### config.mk
export PLATFORM = sky130hd
export DESIGN_NAME = dm_port_arbiter_flat
export DESIGN_NICKNAME = d
export VERILOG_FILES = /design/src/rtl/dm_port_arbiter_pkg.sv /design/src/rtl/dm_port_arbiter_if.sv /design/src/rtl/dm_req_check.sv /design/src/rtl/dm_port_arbiter.sv /design/src/flat_wrapper.sv
export SDC_FILE = /design/constraint.sdc
export NUM_CORES = 1
export LEC_CHECK = 0
export ABC_AREA = 1
export CAP_MARGIN = 40
export CELL_PAD_IN_SITES_DETAIL_PLACEMENT = 1
export CELL_PAD_IN_SITES_GLOBAL_PLACEMENT = 1
export CORE_MARGIN = 4
export CORE_UTILIZATION = 12
export CTS_CLUSTER_DIAMETER = 120
export CTS_CLUSTER_SIZE = 12
export DETAILED_ROUTE_END_ITERATION = 10
export PLACE_DENSITY_LB_ADDON = 0.1
export SYNTH_ARGS = -nofsm -noshare
export SYNTH_HDL_FRONTEND = slang
export SYNTH_HIERARCHICAL = 1
export SYNTH_SLANG_ARGS = --single-unit
### constraint.sdc
create_clock -name clk -period 2.3 [get_ports clk]
set_clock_uncertainty 0.15 [all_clocks]
set_input_delay 0.46 -clock clk [delete_from_list [all_inputs] [get_ports clk]]
set_output_delay 0.46 -clock clk [all_outputs]
set_load 0.02 [all_outputs]
### src/rtl/dm_port_arbiter_pkg.sv
`default_nettype none
// ============================================================================
// Module   : dm_port_arbiter_pkg
// Brief    : Shared arbiter state encoding and legal byte-enable patterns.
// Revision : 1.0 - initial release
// ============================================================================
package dm_port_arbiter_pkg;

  typedef enum logic [0:0] {
    ST_IDLE   = 1'b0,
    ST_DBURST = 1'b1
  } arbState_t;

  // Byte-lane patterns also used by the MEM-stage byte-lane formatter.
  localparam logic [3:0] c_beWord   = 4'b1111;
  localparam logic [3:0] c_beHalfLo = 4'b0011;
  localparam logic [3:0] c_beHalfHi = 4'b1100;
  localparam logic [3:0] c_beByte0  = 4'b0001;
  localparam logic [3:0] c_beByte1  = 4'b0010;
  localparam logic [3:0] c_beByte2  = 4'b0100;
  localparam logic [3:0] c_beByte3  = 4'b1000;

  function automatic logic isLegalBe(input logic [3:0] be);
    case (be)
      c_beWord, c_beHalfLo, c_beHalfHi,
      c_beByte0, c_beByte1, c_beByte2, c_beByte3: isLegalBe = 1'b1;
      default:                                    isLegalBe = 1'b0;
    endcase
  endfunction

endpackage
`default_nettype wire

### src/rtl/dm_port_arbiter_if.sv
`default_nettype none
// ============================================================================
// Module   : dm_port_arbiter_if
// Brief    : CPU, DMA and data-memory signal bundle around the arbiter.
// Revision : 1.0 - initial release
// ============================================================================
interface dm_port_arbiter_if #(
  parameter int AW = 12
);
  logic          c_req;
  logic          c_we;
  logic [3:0]    c_be;
  logic [31:0]   c_addr;
  logic [31:0]   c_wdata;
  logic          c_ack;
  logic          c_err;
  logic [31:0]   c_rdata;
  logic          cpu_stall;

  logic          d_req;
  logic          d_we;
  logic [3:0]    d_be;
  logic [31:0]   d_addr;
  logic [31:0]   d_wdata;
  logic          d_lock;
  logic          d_ack;
  logic          d_err;
  logic [31:0]   d_rdata;

  logic [AW-1:0] m_addr;
  logic          m_we;
  logic [3:0]    m_be;
  logic [31:0]   m_wdata;
  logic [31:0]   m_rdata;

  modport slave (
    input  c_req, c_we, c_be, c_addr, c_wdata,
    output c_ack, c_err, c_rdata, cpu_stall,
    input  d_req, d_we, d_be, d_addr, d_wdata, d_lock,
    output d_ack, d_err, d_rdata,
    output m_addr, m_we, m_be, m_wdata,
    input  m_rdata
  );

  modport master (
    output c_req, c_we, c_be, c_addr, c_wdata,
    input  c_ack, c_err, c_rdata, cpu_stall,
    output d_req, d_we, d_be, d_addr, d_wdata, d_lock,
    input  d_ack, d_err, d_rdata,
    input  m_addr, m_we, m_be, m_wdata,
    output m_rdata
  );

endinterface
`default_nettype wire

### src/rtl/dm_req_check.sv
`default_nettype none
// ============================================================================
// Module   : dm_req_check
// Brief    : Combinational fault detection for one data-memory request.
// Revision : 1.0 - initial release
// ============================================================================
module dm_req_check
  import dm_port_arbiter_pkg::*;
#(
  parameter int DEPTH = 4096
) (
  input  logic [31:0] addr,
  input  logic [3:0]  be,
  output logic        fault
);

  // One extra bit so DEPTH*4 never wraps for the largest memories.
  localparam logic [32:0] c_byteLimit = 33'(DEPTH) << 2;

  logic w_misaligned;
  logic w_outOfRange;
  logic w_badBe;

  always_comb begin
    w_misaligned = (addr[1:0] != 2'b00);
    w_outOfRange = ({1'b0, addr} >= c_byteLimit);
    w_badBe      = (be == 4'b0000) || !isLegalBe(be);
    fault        = w_misaligned || w_outOfRange || w_badBe;
  end

endmodule
`default_nettype wire

### src/rtl/dm_port_arbiter.sv
`default_nettype none
// ============================================================================
// Module   : dm_port_arbiter
// Brief    : CPU/DMA single-port data-memory arbiter with starvation and
//            locked-burst bounds; grants and completes in the same cycle.
// Revision : 1.0 - initial release
// ============================================================================
module dm_port_arbiter
  import dm_port_arbiter_pkg::*;
#(
  parameter int DEPTH        = 4096,
  parameter int AW           = 12,
  parameter int STARVE_LIMIT = 4,
  parameter int MAX_BURST    = 8
) (
  input  logic               clk,
  input  logic               reset,
  dm_port_arbiter_if.slave   bus
);

  localparam int SW = $clog2(STARVE_LIMIT + 1);
  localparam int BW = $clog2(MAX_BURST + 1);
  localparam logic [SW-1:0] c_starveLimit = SW'(STARVE_LIMIT);
  localparam logic [BW-1:0] c_maxBurst    = BW'(MAX_BURST);

  arbState_t     r_state;
  logic [SW-1:0] r_starveCnt;
  logic [BW-1:0] r_burstCnt;

  logic          w_burstHold;
  logic          w_starved;
  logic          w_grantC;
  logic          w_grantD;
  logic          w_grant;
  logic          w_selWe;
  logic [3:0]    w_selBe;
  logic [31:0]   w_selAddr;
  logic [31:0]   w_selWdata;
  logic          w_fault;
  logic [BW-1:0] w_burstInc;

  always_comb begin
    w_burstHold = (r_state == ST_DBURST) && bus.d_req && (r_burstCnt < c_maxBurst);
    w_starved   = bus.c_req && bus.d_req && (r_starveCnt == c_starveLimit);
    // No grant at all while reset is held, so nothing is written that cycle.
    w_grantD    = !reset && (w_burstHold || w_starved || (bus.d_req && !bus.c_req));
    w_grantC    = !reset && bus.c_req && !w_grantD;
    w_grant     = w_grantC || w_grantD;
    w_burstInc  = r_burstCnt + 1'b1;

    w_selWe     = w_grantD ? bus.d_we    : bus.c_we;
    w_selBe     = w_grantD ? bus.d_be    : bus.c_be;
    w_selAddr   = w_grantD ? bus.d_addr  : bus.c_addr;
    w_selWdata  = w_grantD ? bus.d_wdata : bus.c_wdata;
  end

  dm_req_check #(
    .DEPTH (DEPTH)
  ) u_reqCheck (
    .addr  (w_selAddr),
    .be    (w_selBe),
    .fault (w_fault)
  );

  always_comb begin
    bus.c_ack     = w_grantC && !w_fault;
    bus.c_err     = w_grantC &&  w_fault;
    bus.d_ack     = w_grantD && !w_fault;
    bus.d_err     = w_grantD &&  w_fault;
    bus.c_rdata   = bus.m_rdata;
    bus.d_rdata   = bus.m_rdata;
    bus.cpu_stall = bus.c_req && !(bus.c_ack || bus.c_err);

    bus.m_addr    = w_selAddr[AW+1:2];
    bus.m_be      = w_selBe;
    bus.m_wdata   = w_selWdata;
    bus.m_we      = w_grant && w_selWe && !w_fault;
  end

  always_ff @(posedge clk) begin
    if (reset) begin
      r_state     <= ST_IDLE;
      r_starveCnt <= '0;
      r_burstCnt  <= '0;
    end else begin
      if (w_grantD || !bus.d_req) begin
        r_starveCnt <= '0;
      end else if (w_grantC && (r_starveCnt < c_starveLimit)) begin
        r_starveCnt <= r_starveCnt + 1'b1;
      end

      // Reaching MAX_BURST releases ownership so the next cycle uses normal priority.
      if (w_grantD) begin
        if (bus.d_lock && (w_burstInc < c_maxBurst)) begin
          r_state    <= ST_DBURST;
          r_burstCnt <= w_burstInc;
        end else begin
          r_state    <= ST_IDLE;
          r_burstCnt <= '0;
        end
      end else if (r_state == ST_DBURST) begin
        r_state    <= ST_IDLE;
        r_burstCnt <= '0;
      end
    end
  end

endmodule
`default_nettype wire

### src/flat_wrapper.sv
// flat-port wrapper written by rule: the top's interface ports become plain ports
module dm_port_arbiter_flat import dm_port_arbiter_pkg::*;
#(
  parameter int DEPTH        = 4096,
  parameter int AW           = 12,
  parameter int STARVE_LIMIT = 4,
  parameter int MAX_BURST    = 8
)
  (clk, reset, bus_c_req, bus_c_we, bus_c_be, bus_c_addr, bus_c_wdata, bus_c_ack, bus_c_err, bus_c_rdata, bus_cpu_stall, bus_d_req, bus_d_we, bus_d_be, bus_d_addr, bus_d_wdata, bus_d_lock, bus_d_ack, bus_d_err, bus_d_rdata, bus_m_addr, bus_m_we, bus_m_be, bus_m_wdata, bus_m_rdata);
  dm_port_arbiter_if #(.AW(AW)) bus_i ();
  input  logic clk;
  input  logic reset;
  input wire logic [$bits(bus_i.c_req)-1:0] bus_c_req;
  input wire logic [$bits(bus_i.c_we)-1:0] bus_c_we;
  input wire logic [$bits(bus_i.c_be)-1:0] bus_c_be;
  input wire logic [$bits(bus_i.c_addr)-1:0] bus_c_addr;
  input wire logic [$bits(bus_i.c_wdata)-1:0] bus_c_wdata;
  output wire logic [$bits(bus_i.c_ack)-1:0] bus_c_ack;
  output wire logic [$bits(bus_i.c_err)-1:0] bus_c_err;
  output wire logic [$bits(bus_i.c_rdata)-1:0] bus_c_rdata;
  output wire logic [$bits(bus_i.cpu_stall)-1:0] bus_cpu_stall;
  input wire logic [$bits(bus_i.d_req)-1:0] bus_d_req;
  input wire logic [$bits(bus_i.d_we)-1:0] bus_d_we;
  input wire logic [$bits(bus_i.d_be)-1:0] bus_d_be;
  input wire logic [$bits(bus_i.d_addr)-1:0] bus_d_addr;
  input wire logic [$bits(bus_i.d_wdata)-1:0] bus_d_wdata;
  input wire logic [$bits(bus_i.d_lock)-1:0] bus_d_lock;
  output wire logic [$bits(bus_i.d_ack)-1:0] bus_d_ack;
  output wire logic [$bits(bus_i.d_err)-1:0] bus_d_err;
  output wire logic [$bits(bus_i.d_rdata)-1:0] bus_d_rdata;
  output wire logic [$bits(bus_i.m_addr)-1:0] bus_m_addr;
  output wire logic [$bits(bus_i.m_we)-1:0] bus_m_we;
  output wire logic [$bits(bus_i.m_be)-1:0] bus_m_be;
  output wire logic [$bits(bus_i.m_wdata)-1:0] bus_m_wdata;
  input wire logic [$bits(bus_i.m_rdata)-1:0] bus_m_rdata;
  assign bus_i.c_req = bus_c_req;
  assign bus_i.c_we = bus_c_we;
  assign bus_i.c_be = bus_c_be;
  assign bus_i.c_addr = bus_c_addr;
  assign bus_i.c_wdata = bus_c_wdata;
  assign bus_c_ack = bus_i.c_ack;
  assign bus_c_err = bus_i.c_err;
  assign bus_c_rdata = bus_i.c_rdata;
  assign bus_cpu_stall = bus_i.cpu_stall;
  assign bus_i.d_req = bus_d_req;
  assign bus_i.d_we = bus_d_we;
  assign bus_i.d_be = bus_d_be;
  assign bus_i.d_addr = bus_d_addr;
  assign bus_i.d_wdata = bus_d_wdata;
  assign bus_i.d_lock = bus_d_lock;
  assign bus_d_ack = bus_i.d_ack;
  assign bus_d_err = bus_i.d_err;
  assign bus_d_rdata = bus_i.d_rdata;
  assign bus_m_addr = bus_i.m_addr;
  assign bus_m_we = bus_i.m_we;
  assign bus_m_be = bus_i.m_be;
  assign bus_m_wdata = bus_i.m_wdata;
  assign bus_i.m_rdata = bus_m_rdata;
  dm_port_arbiter #(.DEPTH(DEPTH), .AW(AW), .STARVE_LIMIT(STARVE_LIMIT), .MAX_BURST(MAX_BURST)) u_core (.clk(clk), .reset(reset), .bus(bus_i));
endmodule
==> results.yml, run 1 <==
status:
  outcome: "complete, but fails checks"
  violations: "negative setup slack"
detailed_routing:
  met1_length_um: 4450
  dr.pass1.iters: 4
  drc: 0
  top_layer: "met4"
  ant_nets: 0
  wl_met3_um: 786
  avgViaCountPerCell: 3.66
  routed_wl_um: 11400
  drtIter0Drc: 32
  wl_per_cell_um: 14.1
  wl_met2_um: 6110
  vias: 2940
yosys:
  yosys_warnings: 6
  synth_edf_count: 0
  synthTopCellsByCount: "nand2_1, buf_4, inv_1"
  synth_seq_cells: 8
  synthTopCellsByArea: "nand2_1, buf_4, dfxtp_1"
  ys_async_sr_fraction_pct: 0
  synth_top_area_share_pct: 40.7
  synth_nets: 592
  synth_area_leader_cell: "nand2_1"
  syn_area_per_cell_um2: 5.17
  ys_seq_area_share_pct: 7.49
  synth_cell_types: 24
  ys_dominant_reg_cell: "dfxtp_1"
  syn-cell-area_um2: 2140
  yosysMostFrequentCell: "nand2_1"
  syn-instance-count: 414
clocking:
  clk_latency_ns: 0.23
  cts_hold_buf: 0
  htreeDepth: 1
  clk_pin_slew_worst_paths_ns: 0.04
  cts_tree: "built"
  cts_inserted_buffers: 3
  clockRootBuffer: "clkbuf_16"
  cts_buffer_depth: 2
  cts_sinks: 8
setup_path:
  cp-end-kind: "output pin"
  path_class: "reg2out"
  crit_start: "u_core/r_starveCnt[0]$_SDFFE_PP0P_"
  worstReg2RegStart: "u_core/r_starveCnt[0]$_SDFFE_PP0P_"
  cp_common_cell: "nand2_4"
  path_buf_inv: 5
  cpMaxStageDelayCell: "dfxtp_2"
  cp_data_required_time_ns: 1.69
  crit_chain: "inv_2 -> ha_4 -> nand2_4 -> nand3_4 -> nand2_8 -> buf_12 -> buf_12 -> buf_12 -> nand2_4 -> nand2_4 -> nand2_2 -> nor2_2 -> nor2_1 -> nor2_2 -> nand2_4 -> nor2_4 -> nand2_2 -> nand2_2 -> buf_6"
  worstSetupStartpointType: "register"
  slowest_delay_ns: 0.32
  worst_ep_arrival_time_ns: 2.33
  crit_family: "simple AND/OR/NAND/NOR gates"
  cp_max_fo: 6
floorplan:
  die_area_um2: 20000
  die_w_um: 142
  io_pins: 293
  rows: 48
  initial_core_util_pct: 12.3
  dieHeight_um: 142
  coreArea_um2: 17400
pwr:
  power_mw: 1.28
  p_switching_mw: 0.431
  p_leak_nw: 2.28
  intPower_mw: 0.846
  seqPwrFrac_pct: 11.2
  sw_frac_of_total_pct: 33.7
  vdd_drop_max_v: 0.000136
  combPwrFrac_pct: 65.4
  powerDensity_nw_per_um2: 265
  p_clk_share_pct: 23.4
placement:
  routabilityCongestion: 0.746
  place_hpwl_um: 8700
  io_buffer_count: 196
  dp_slack_ns: -1.27
timing:
  fin_crit_ns: 2.94
  worst_pin_slew_ns: 0.325
  rsz0062_at_grt: "yes"
  fmax_mhz: 340
  setup_viol: 55
  drv_slew: 0
  period_share_pct: 128
  hold_viol: 0
  max_slew_margin_pct: 78.1
  setup_slack_ns: -0.642
global_routing:
  antenna_found_initial: 0
  grt_pass1_wl_um: 16300
  gr-total-overflow: 0
  track_usage_pct: 10.0
  grt_max_degree: 29
  grt_pass1_vias: 3052
min_path:
  holdCritStartpoint: "u_core/r_burstCnt[1]$_SDFFE_PP0P_"
  min_path_type: "reg2reg"
cells_and_area:
  nets: 759
  fill_cells: 2082
  num_antenna_cells: 0
  drive_gt1_share_pct: 36.1
  syn2layout_area_growth_pct: 125
run:
  maxCapViolations: 0
cells in the final DEF, fill, tap and decap left out, types with 3 or more instances in the layout:
cell type | synthesis | layout
nor2_4 | 1 | 4
inv_1 | 31 | 24
buf_4 | 76 | 40
buf_12 | 0 | 5
clkdlybuf4s50_1 | 0 | 139
nor2_1 | 19 | 10
buf_8 | 1 | 4
clkdlybuf4s15_2 | 0 | 13
nand2_4 | 1 | 21
clkbuf_16 | 0 | 4
buf_16 | 0 | 4
nand3_1 | 8 | 7
dlygate4sd2_1 | 0 | 3
nand2_1 | 232 | 169
a21oi_1 | 5 | 4
dfxtp_1 | 8 | 6
buf_6 | 5 | 40
nor2_2 | 1 | 7
inv_2 | 1 | 8
nand2_2 | 1 | 43
final cells by class:
type / instances / area, um2 / area share [%]
clock buffer: 3 / 75.1 / 1.56
inverter: 33 / 150 / 3.11
multi-input combinational: 281 / 1500 / 31.2
sequential: 8 / 163 / 3.37
tap: 225 / 282 / 5.84
timing repair buffer: 252 / 2630 / 54.5
timing repair inverter: 2 / 22.5 / 0.467
per-stage QoR:
| stage | TNS, ns | instances | hold slack [ns] | instance area [um2] | util, % |
|---|---|---|---|---|---|
| 6_report | -16.03 | 804 | 0.374 | 4820 | 27.8 |
| 5_1_grt | -21.49 | 804 | 0.405 | 4820 | 27.8 |
| 4_1_cts | -15.17 | 779 | 0.378 | 4300 | 24.8 |
| 3_5_place_dp | -45.67 | 765 | 0.358 | 3950 | 22.8 |
| 3_3_place_gp | -43.41 | 765 | 0.343 | 3950 | 22.8 |
| 2_1_floorplan | -0.675 | 414 | 0.296 | 2250 | - |
registers in the layout, summed over array words and instances, names as in the netlist:
register            cells
u_core/r_burstCnt       4
u_core/r_state          1
u_core/r_starveCnt      3
power groups by stage:
stage                     sequential [mW]  combinational (mW)  clock [mW]
after floorplan                     0.145               0.460           0
after global placement              0.145               0.705           0
after detailed placement            0.145               0.709           0
after CTS                           0.143               0.752       0.309
after global routing                0.143               0.903       0.310
final                               0.143               0.836       0.299
cells by family (layout without fill, tap and decap cells):
family | after synthesis | count (layout) | synth area share (%)
buffers and inverters | 125 | 290 | 38.4
flip-flops | 8 | 8 | 7.49
adder cells (fa/ha/maj) | 3 | 3 | 1.75
AND/OR/NAND/NOR | 271 | 271 | 50.4
XOR/XNOR | 1 | 1 | 0.409
AO/OA/AOI/OAI | 6 | 6 | 1.58
final timing paths:
kind	endpoint	cells past startpoint	slack [ns]
max	bus_m_we	19	-0.64
min	u_core/r_burstCnt[1]$_SDFFE_PP0P_	2	0.37
min reg2reg	u_core/r_burstCnt[1]$_SDFFE_PP0P_	2	0.37
max reg2reg	u_core/r_burstCnt[2]$_SDFFE_PP0P_	16	-0.02
tightest hold or removal path: stages, from the launching register on:
cell	delay (ns)
dfxtp_1	0.33
nand3_1	0.09
a21oi_1	0.06
per-layer routing:
layer / track usage, % / up-vias
li1: - / 1479
met1: 11.3 / 1356
met2: 19.3 / 101
met3: 2.70 / 4
met4: 1.11 / 0
met5: 0 / -
what timing repair did:
action,in CTS,in global routing
gates resized for setup,249,150
setup endpoints to repair,54,54
cloned,2,3
pin swaps,24,40
setup buffers,9,27
Note: power is estimated with default switching activity, not from simulation.
==> run 2, diff against run 1 <==
Settings changed: SETUP_SLACK_MARGIN set to 0.2.
==> results.yml, run 2 (synthesized netlist as in run 1, its figures left out) <==
status:
  outcome: "complete, but fails checks"
  violations: "negative setup slack"
detailed_routing:
  ant_nets: 0
  drc: 0
  vias: 2918
  drtIter0Drc: 41
  routed_wl_um: 11200
  dr.pass1.iters: 5
  wl_per_cell_um: 14.0
  avgViaCountPerCell: 3.65
cells_and_area:
  syn2layout_area_growth_pct: 130
  fill_cells: 2058
  num_antenna_cells: 0
  largest_reg_flops: 4
  drive_gt1_share_pct: 39.5
  top_regs: "u_core/r_burstCnt x4, u_core/r_starveCnt x3, u_core/r_state x1"
  final_cell_mix: "nand2_1, clkdlybuf4s50_1, nand2_2, buf_6, buf_4"
  layout.cells.non_filler: 799
  final_common_cell: "nand2_1"
  top_register: "u_core/r_burstCnt"
  nets: 754
timing:
  setup_slack_ns: -0.616
  drv_slew: 0
  max_slew_margin_pct: 76.4
  fin_hold_ws_ns: 0.376
  period_share_pct: 127
  hold_viol: 0
  setup_viol: 48
  fin_crit_ns: 2.92
  worst_pin_slew_ns: 0.352
  rsz0062_at_grt: "yes"
  fmax_mhz: 343
global_routing:
  grt_pass1_wl_um: 16400
  antenna_found_initial: 0
  grt_pass1_vias: 3083
  track_usage_pct: 10.2
  gr-total-overflow: 0
  grt_max_degree: 29
clocking:
  cts_buffer_depth: 2
  cts_tree: "built"
  cts_inserted_buffers: 3
  cts_hold_buf: 0
  clockRootBuffer: "clkbuf_16"
  htreeDepth: 1
  clk_pin_slew_worst_paths_ns: 0.04
  cts_sinks: 8
  clk_latency_ns: 0.23
placement:
  place_inst: 765
  place_hpwl_um: 8700
  io_buffer_count: 196
  routabilityCongestion: 0.746
min_path:
  whs_path_depth: 2
  holdPathEnd: "u_core/r_burstCnt[1]$_SDFFE_PP0P_"
  min_path_type: "reg2reg"
  holdCritStartpoint: "u_core/r_burstCnt[1]$_SDFFE_PP0P_"
floorplan:
  rows: 48
  io_pins: 293
  coreArea_um2: 17400
  dieHeight_um: 142
  die_area_um2: 20000
  initial_core_util_pct: 12.3
  die_w_um: 142
pwr:
  vdd_drop_max_v: 0.000138
  powerDensity_nw_per_um2: 266
  p_leak_nw: 2.31
setup_path:
  reg2reg_slack_ns: 0.31
  cp_common_cell: "nand2_4"
  slowest_delay_ns: 0.31
  cp_max_fo: 5
  crit_chain: "inv_2 -> ha_4 -> nand2_4 -> nand3_4 -> nand2_8 -> buf_6 -> buf_12 -> buf_12 -> nand2_4 -> nand2_4 -> inv_2 -> nand2_1 -> nand2_1 -> nor2_1 -> nor2_2 -> nand2_4 -> nor2_4 -> nand2_2 -> nand2_2 -> buf_6"
  rr_endpoint: "u_core/r_starveCnt[1]$_SDFFE_PP0P_"
  worst_ep_arrival_time_ns: 2.31
  cpMaxStageDelayCell: "dfxtp_2"
  worstReg2RegStart: "u_core/r_starveCnt[1]$_SDFFE_PP0P_"
  cp_data_required_time_ns: 1.69
  path_class: "reg2out"
  r2r_cells: 15
  cp-end-kind: "output pin"
  crit_start: "u_core/r_starveCnt[1]$_SDFFE_PP0P_"
  worstSetupStartpointType: "register"
run:
  maxCapViolations: 0
run 2: where the power goes:
group	switching, mW	internal [mW]	total (mW)
sequential	0.00150	0.141	0.143
combinational	0.364	0.505	0.869
clock	0.0727	0.225	0.297
run 2: worst max-delay path by stage:
stage,endpoint,slack [ns],cells after the start
6_report,bus_m_we,-0.62,20
5_1_grt,bus_m_we,-0.77,19
4_1_cts,bus_m_we,-0.60,18
3_5_place_dp,bus_m_we,-1.27,17
3_3_place_gp,bus_m_we,-1.23,16
2_1_floorplan,bus_m_we,-0.25,15
run 2: routing by layer:
metal	vias to the layer above	routed length [um]	part of all wire [%]	GRT usage, %
met5	-	0	0	0
met4	0	51	0.46	1.11
met3	6	775	6.9	2.70
met2	103	6110	55	19.8
met1	1343	4250	38	11.4
li1	1466	-	-	-
run 2: final cells by class:
cell class / instances / area, um2 / share of cell area (%)
multi-input cells: 281 / 1590 / 32.2
inverters: 33 / 140 / 2.85
well taps: 225 / 282 / 5.72
repair buffers: 249 / 2680 / 54.4
flip-flops and latches: 8 / 163 / 3.30
clock buffers: 3 / 75.1 / 1.53
run 2: what timing repair did:
| action | 4_1_cts | 5_1_grt |
|---|---|---|
| endpoints found under the setup margin | 54 | 54 |
| setup buffers | 12 | 14 |
| resized for setup | 339 | 135 |
| pin swaps | 25 | 31 |
| cloned | 3 | 2 |
run 2: metrics by stage:
stage          power, mW  setup TNS [ns]  setup WS (ns)  util (%)  cell area (um2)
2_1_floorplan      0.605          -0.675         -0.250         -             2250
3_3_place_gp       0.850          -43.41          -1.23      22.8             3950
3_5_place_dp       0.854          -45.67          -1.27      22.8             3950
4_1_cts             1.23           -9.14         -0.603      25.5             4430
5_1_grt             1.39          -18.07         -0.773      28.4             4920
6_report            1.31          -13.90         -0.616      28.4             4920
run 2: worst max-delay path: cells and delay by family, from the launching register on:
kind          cells  cell delay, ns
flops             1            0.31
fa+ha+maj         1            0.14
buf+inv           6            0.60
simple gates     13            1.02
==> run 3, diff against run 2 <==
Settings changed: GPL_ROUTABILITY_DRIVEN set to 0.
==> results of run 3 <==
The final DEF is identical to that of run 2; final timing and power are the same.
==> variant 1, RTL diff (flow settings as in run 2) <==
Reset style: asynchronous (`reset`), changed in one clocked block.
--- a/src/rtl/dm_port_arbiter.sv
+++ b/src/rtl/dm_port_arbiter.sv
@@ -79,3 +79,3 @@
 
-  always_ff @(posedge clk) begin
+  always_ff @(posedge clk or posedge reset) begin
     if (reset) begin
Check against the original RTL: no difference found for any inputs over 10 cycles, from zero or initial values and one cycle with reset high; that may be too few to reach the edited logic, so the function may still have changed.
==> variant 1 against run 2 <==
The run still ends with setup timing left; final cell count is 1.8% lower; sequential power grew 12%; routed wire length shrank 0.83%; register-to-register slack improved by 0.09 ns; worst hold slack about the same; synthesized cell count fell by 1.4%; power grew 0.84%; final area down 3.0%; die area fell by 1.8%; sequential cell count unchanged; worst setup slack got worse by 0.079 ns; synthesized area fell by 1.9%; critical path type unchanged; largest cell class unchanged.
==> variant 1: results (changes against run 2) <==
Run status
  • Status: finished with violations
  • Violated checks: setup timing

Placed design
  • Post-DP HPWL: 9020 um (+3.7%)
  • GPL Wtd Cong: 0.786 (+5.4%)

Global route
  • Total Routing Usage GR: 10.7% (+0.55 points)
  • First-pass GRT wire length: 17200 um (+4.4%)
  • Vias in the first global route: 3053 (-0.97%)
  • Largest net degree at the start of global routing: 19 (-34%)
  • Antenna violations before repair: 1 (+1)

Routing
  • Drt pass-1 iters: 4 (-1)
  • Vias: 2842 (-2.6%)
  • DRT iter0 DRCs: 28 (-32%)
  • WL per Instance: 14.1 um (+0.94%)

Synth
  • Ys async rst share: 100% (+100 points)
  • Seq/Total Area, Yosys: 9.54% (+2.0 points)
  • Synth cell count leaders: 237 x nand2_1, 78 x buf_4, 28 x inv_1, 18 x nor2_1, 11 x buf_2
  • Netlist cell types: 18 (-25%)
  • Synth Net Count: 586 (-1.0%)
  • Post-synth top flop: dfrtp_1
  • Top post-synthesis cells by area: nand2_1 42%, buf_4 28%, dfrtp_1 9.5%, inv_1 5.0%, nor2_1 3.2%

Power
  • Peak supply drop: 0.278 mV (+100%)
  • Leak Pwr: 2.32 nW (+0.63%)

Layout
  • Fillers: 2087 (+1.4%)
  • Top flop regs: u_core/r_burstCnt x4, u_core/r_starveCnt x3, u_core/r_state x1
  • Share of layout cells above drive strength 1: 35.4% (-4.2 points)
  • Layout Nets: 740 (-1.9%)

Timing
  • Setup Total Neg Slack: -7.88 ns (+6.02 ns)
  • Final setup margin: -0.695 ns (-0.0786 ns)
  • Slew HR: 87.0% (+11 points)
  • Final Setup Violations: 39 (-19%)
  • Final hold slack: 0.377 ns (+0.000197 ns)

Setup path
  • Setup CP Type: reg2out
  • Crit-path max FO: 7 (+2)
  • R2r worst-path depth: 12 (-3)
  • Reg-to-reg setup timing slack: 0.40 ns (+0.09 ns)
  • Reg2reg start: u_core/r_starveCnt[1]$_DFFE_PP0P_
  • Crit-path max cell delay: 0.38 ns (+0.07 ns)
  • CP max stage cell: dfrtp_1
  • CP arrival: 2.38 ns (+0.07 ns)

CTS
  • Clk buf depth: 2 (unchanged)
  • Num CTS Buffers: 3 (unchanged)

Min path
  • HP Start: u_core/r_state$_DFF_PP0_
==> variant 1: changes by cell type after synthesis, sizes merged, moves of 2 or more <==
cell   change
a21oi      -3
dfrtp      +8
nand3      -2
nand2      +4
inv        -2
dfxtp      -8
==> variant 1: final cells by class <==
| class | count | area, sq um | area share (%) |
|---|---|---|---|
| Inverter | 31 | 124 | 2.60 |
| Multi-Input combinational cell | 278 | 1520 | 31.8 |
| Clock buffer | 3 | 75.1 | 1.57 |
| Sequential cell | 8 | 200 | 4.19 |
| Timing Repair Buffer | 240 | 2570 | 53.9 |
| Tap cell | 225 | 282 | 5.90 |
==> variant 1: power by group <==
group,switching (W),internal (W),total [W]
Clock,0.0000663,0.000224,0.000290
Combinational,0.000368,0.000502,0.000870
Sequential,0.00000936,0.000150,0.000160
==> variant 1: timing repair <==
item,in CTS,in global routing
pin swaps,15,19
hold buffers,0,0
cloned,3,1
buffers inserted,12,4
setup endpoints to repair,54,54
resized for setup,385,67
==> variant 1: path summary, 6_finish.rpt <==
check / to
setup / recovery: bus_m_we
hold / removal: u_core/r_burstCnt[3]$_DFFE_PP0P_
setup reg to reg: u_core/r_burstCnt[2]$_DFFE_PP0P_
hold reg to reg: u_core/r_burstCnt[3]$_DFFE_PP0P_
max in group asynchronous: u_core/r_starveCnt[1]$_DFFE_PP0P_
min in group asynchronous: u_core/r_state$_DFF_PP0_
==> variant 1: cells by family (layout without fill, tap and decap cells) <==
kind of cell | Yosys count | after routing | share of synthesized area, %
compound gates | 3 | 3 | 0.715
fa+ha+maj | 3 | 3 | 1.79
buf+inv | 122 | 274 | 37.1
simple gates | 270 | 270 | 50.0
flops | 8 | 8 | 9.54
xor+xnor | 2 | 2 | 0.834
==> variant 1: worst max-delay path: cells and delay by family (launching register included) <==
family	cells	cell delay (ns)
adders and majority gates	1	0.14
and+or+nand+nor	12	1.06
buffers and inverters	6	0.57
DFF	1	0.38
==> variant 1: stage by stage <==
stage | cells | instance area [sq um] | worst slack, ns | util [%]
after floorplan | 408 | 2170 | -0.294 | -
after global placement | 762 | 3960 | -1.31 | 23.0
after detailed placement | 762 | 3960 | -1.37 | 23.0
after CTS | 780 | 4490 | -0.756 | 26.0
after global routing | 785 | 4770 | -0.860 | 27.7
final | 785 | 4770 | -0.695 | 27.7
==> variant 1: metal layers <==
layer	routed length [um]	global-route usage, %	vias to the layer above
li1	-	-	1428
met1	4430	12.8	1266
met2	5790	20.0	126
met3	724	2.42	20
met4	137	1.58	2
met5	13	0	-
==> variant 2, RTL diff (settings of run 2) <==
Made on the original files. `MAX_BURST` is set to 8 in 2 places; all go to 16.
--- a/src/rtl/dm_port_arbiter.sv
+++ b/src/rtl/dm_port_arbiter.sv
@@ -13,3 +13,3 @@
   parameter int STARVE_LIMIT = 4,
-  parameter int MAX_BURST    = 8
+  parameter int MAX_BURST    = 16
 ) (
--- a/src/flat_wrapper.sv
+++ b/src/flat_wrapper.sv
@@ -6,3 +6,3 @@
   parameter int STARVE_LIMIT = 4,
-  parameter int MAX_BURST    = 8
+  parameter int MAX_BURST    = 16
 )
Function: changed (a bounded check fails within 10 cycles, from zero or initial values and one cycle with reset high).
==> variant 2 against run 2 <==
The flow still finishes with violations (setup timing); synthesized area is 0.82% higher; worst setup slack better by 0.033 ns; global-route usage is 0.21 points lower; final area is 6.3% higher; final cell count is 1.5% higher; sequential cell count is 1 higher; worst hold slack worse by 0.022 ns; sequential power is 12% higher; routed wire length is 3.3% higher; power is 6.3% higher.
==> variant 2: results (changes against run 2) <==
Setup path
  • CP arrival: 2.27 ns (-0.04 ns)
  • Crit path to: bus_d_ack
  • Reg-to-reg setup timing slack: 0.29 ns (-0.02 ns)
  • Worst R2R End: u_core/r_burstCnt[2]$_SDFFE_PP0P_
  • Reg2reg start: u_core/r_starveCnt[0]$_SDFFE_PP0P_
  • CP Launch Point: u_core/r_starveCnt[0]$_SDFFE_PP0P_

Run status
  • Violated checks: setup timing
  • Status: finished with violations

Routing
  • Met2 WL: 6250 um (+2.4%)
  • DRT iter0 DRCs: 65 (+59%)
  • Met3 wire len: 915 um (+18%)
  • Vias: 3013 (+3.3%)
  • Wl on met1: 4310 um (+1.5%)
  • Drt pass-1 iters: 4 (-1)
  • Top routing layer in use: met5
  • Final wirelength: 11600 um (+3.3%)

Synth
  • Adder-cell area share of the yosys netlist: 1.74% (-0.014 points)
  • Synth Net Count: 600 (+1.4%)
  • Xor-xnor portion of the synthesized cell area: 0.812% (+0.40 points)
  • Synth Area in Compound Gates: 1.80% (+0.22 points)
  • Post-Syn Area per Cell: 5.11 sq um (-1.1%)
  • Synth cell count leaders: 237 x nand2_1, 79 x buf_4, 32 x inv_1, 20 x nor2_1
  • Seq/Total Area, Yosys: 8.35% (+0.87 points)

Placed design
  • Placed inst area: 0.00399 sq mm (+1.1%)
  • Inst Count DP: 777 (+1.6%)
  • GPL Wtd Cong: 0.727 (-2.6%)

Global route
  • GR Util met2: 19.0% (-0.79 points)
  • Global Route met3 Usage: 2.55% (-0.14 points)
  • M1 GR Usage: 11.6% (+0.22 points)
  • Vias in the first global route: 3059 (-0.78%)
  • Largest net degree at the start of global routing: 22 (-24%)
  • Antenna violations before repair: 2 (+2)

Timing
  • Final Setup Violations: 52 (+8.3%)
  • Final setup margin: -0.583 ns (+0.0331 ns)
  • Setup Total Neg Slack: -16.24 ns (-2.34 ns)
  • Worst-Margin Slew: 0.331 ns (-0.0212 ns)

CTS
  • Postcts setup bufs: 9 (-3)

Layout
  • Multi-input combinational cell area: 0.00182 sq mm (+15%)
  • Fillers: 2078 (+0.97%)
  • Top flop regs: u_core/r_burstCnt x5, u_core/r_starveCnt x3, u_core/r_state x1
  • Share of layout cells above drive strength 1: 44.7% (+5.2 points)

Power
  • Peak supply drop: 0.282 mV (+100%)
-- variant 2: power by group --
group          switching [W]  internal, W
logic               0.000401     0.000523
registers         0.00000154     0.000159
clock network      0.0000766     0.000232
total               0.000479     0.000913
-- variant 2: how the worst min path moves through the flow --
stage	to	slack, ns	cells past startpoint
after CTS	u_core/r_burstCnt[1]$_SDFFE_PP0P_	0.35	2
after floorplan	u_core/r_burstCnt[4]$_SDFFE_PP0P_	0.29	2
after global routing	u_core/r_burstCnt[1]$_SDFFE_PP0P_	0.38	2
after global placement	u_core/r_burstCnt[0]$_SDFFE_PP0P_	0.34	2
after detailed placement	u_core/r_burstCnt[1]$_SDFFE_PP0P_	0.35	2
final	u_core/r_burstCnt[1]$_SDFFE_PP0P_	0.35	2
-- variant 2: area by class of cell --
class	instances	share of cell area, %
repair buffers	249	51.5
flip-flops and latches	9	3.49
well taps	225	5.38
inverters	34	2.75
multi-input cells	288	34.9
clock buffers	4	1.51
repair inverters	2	0.526
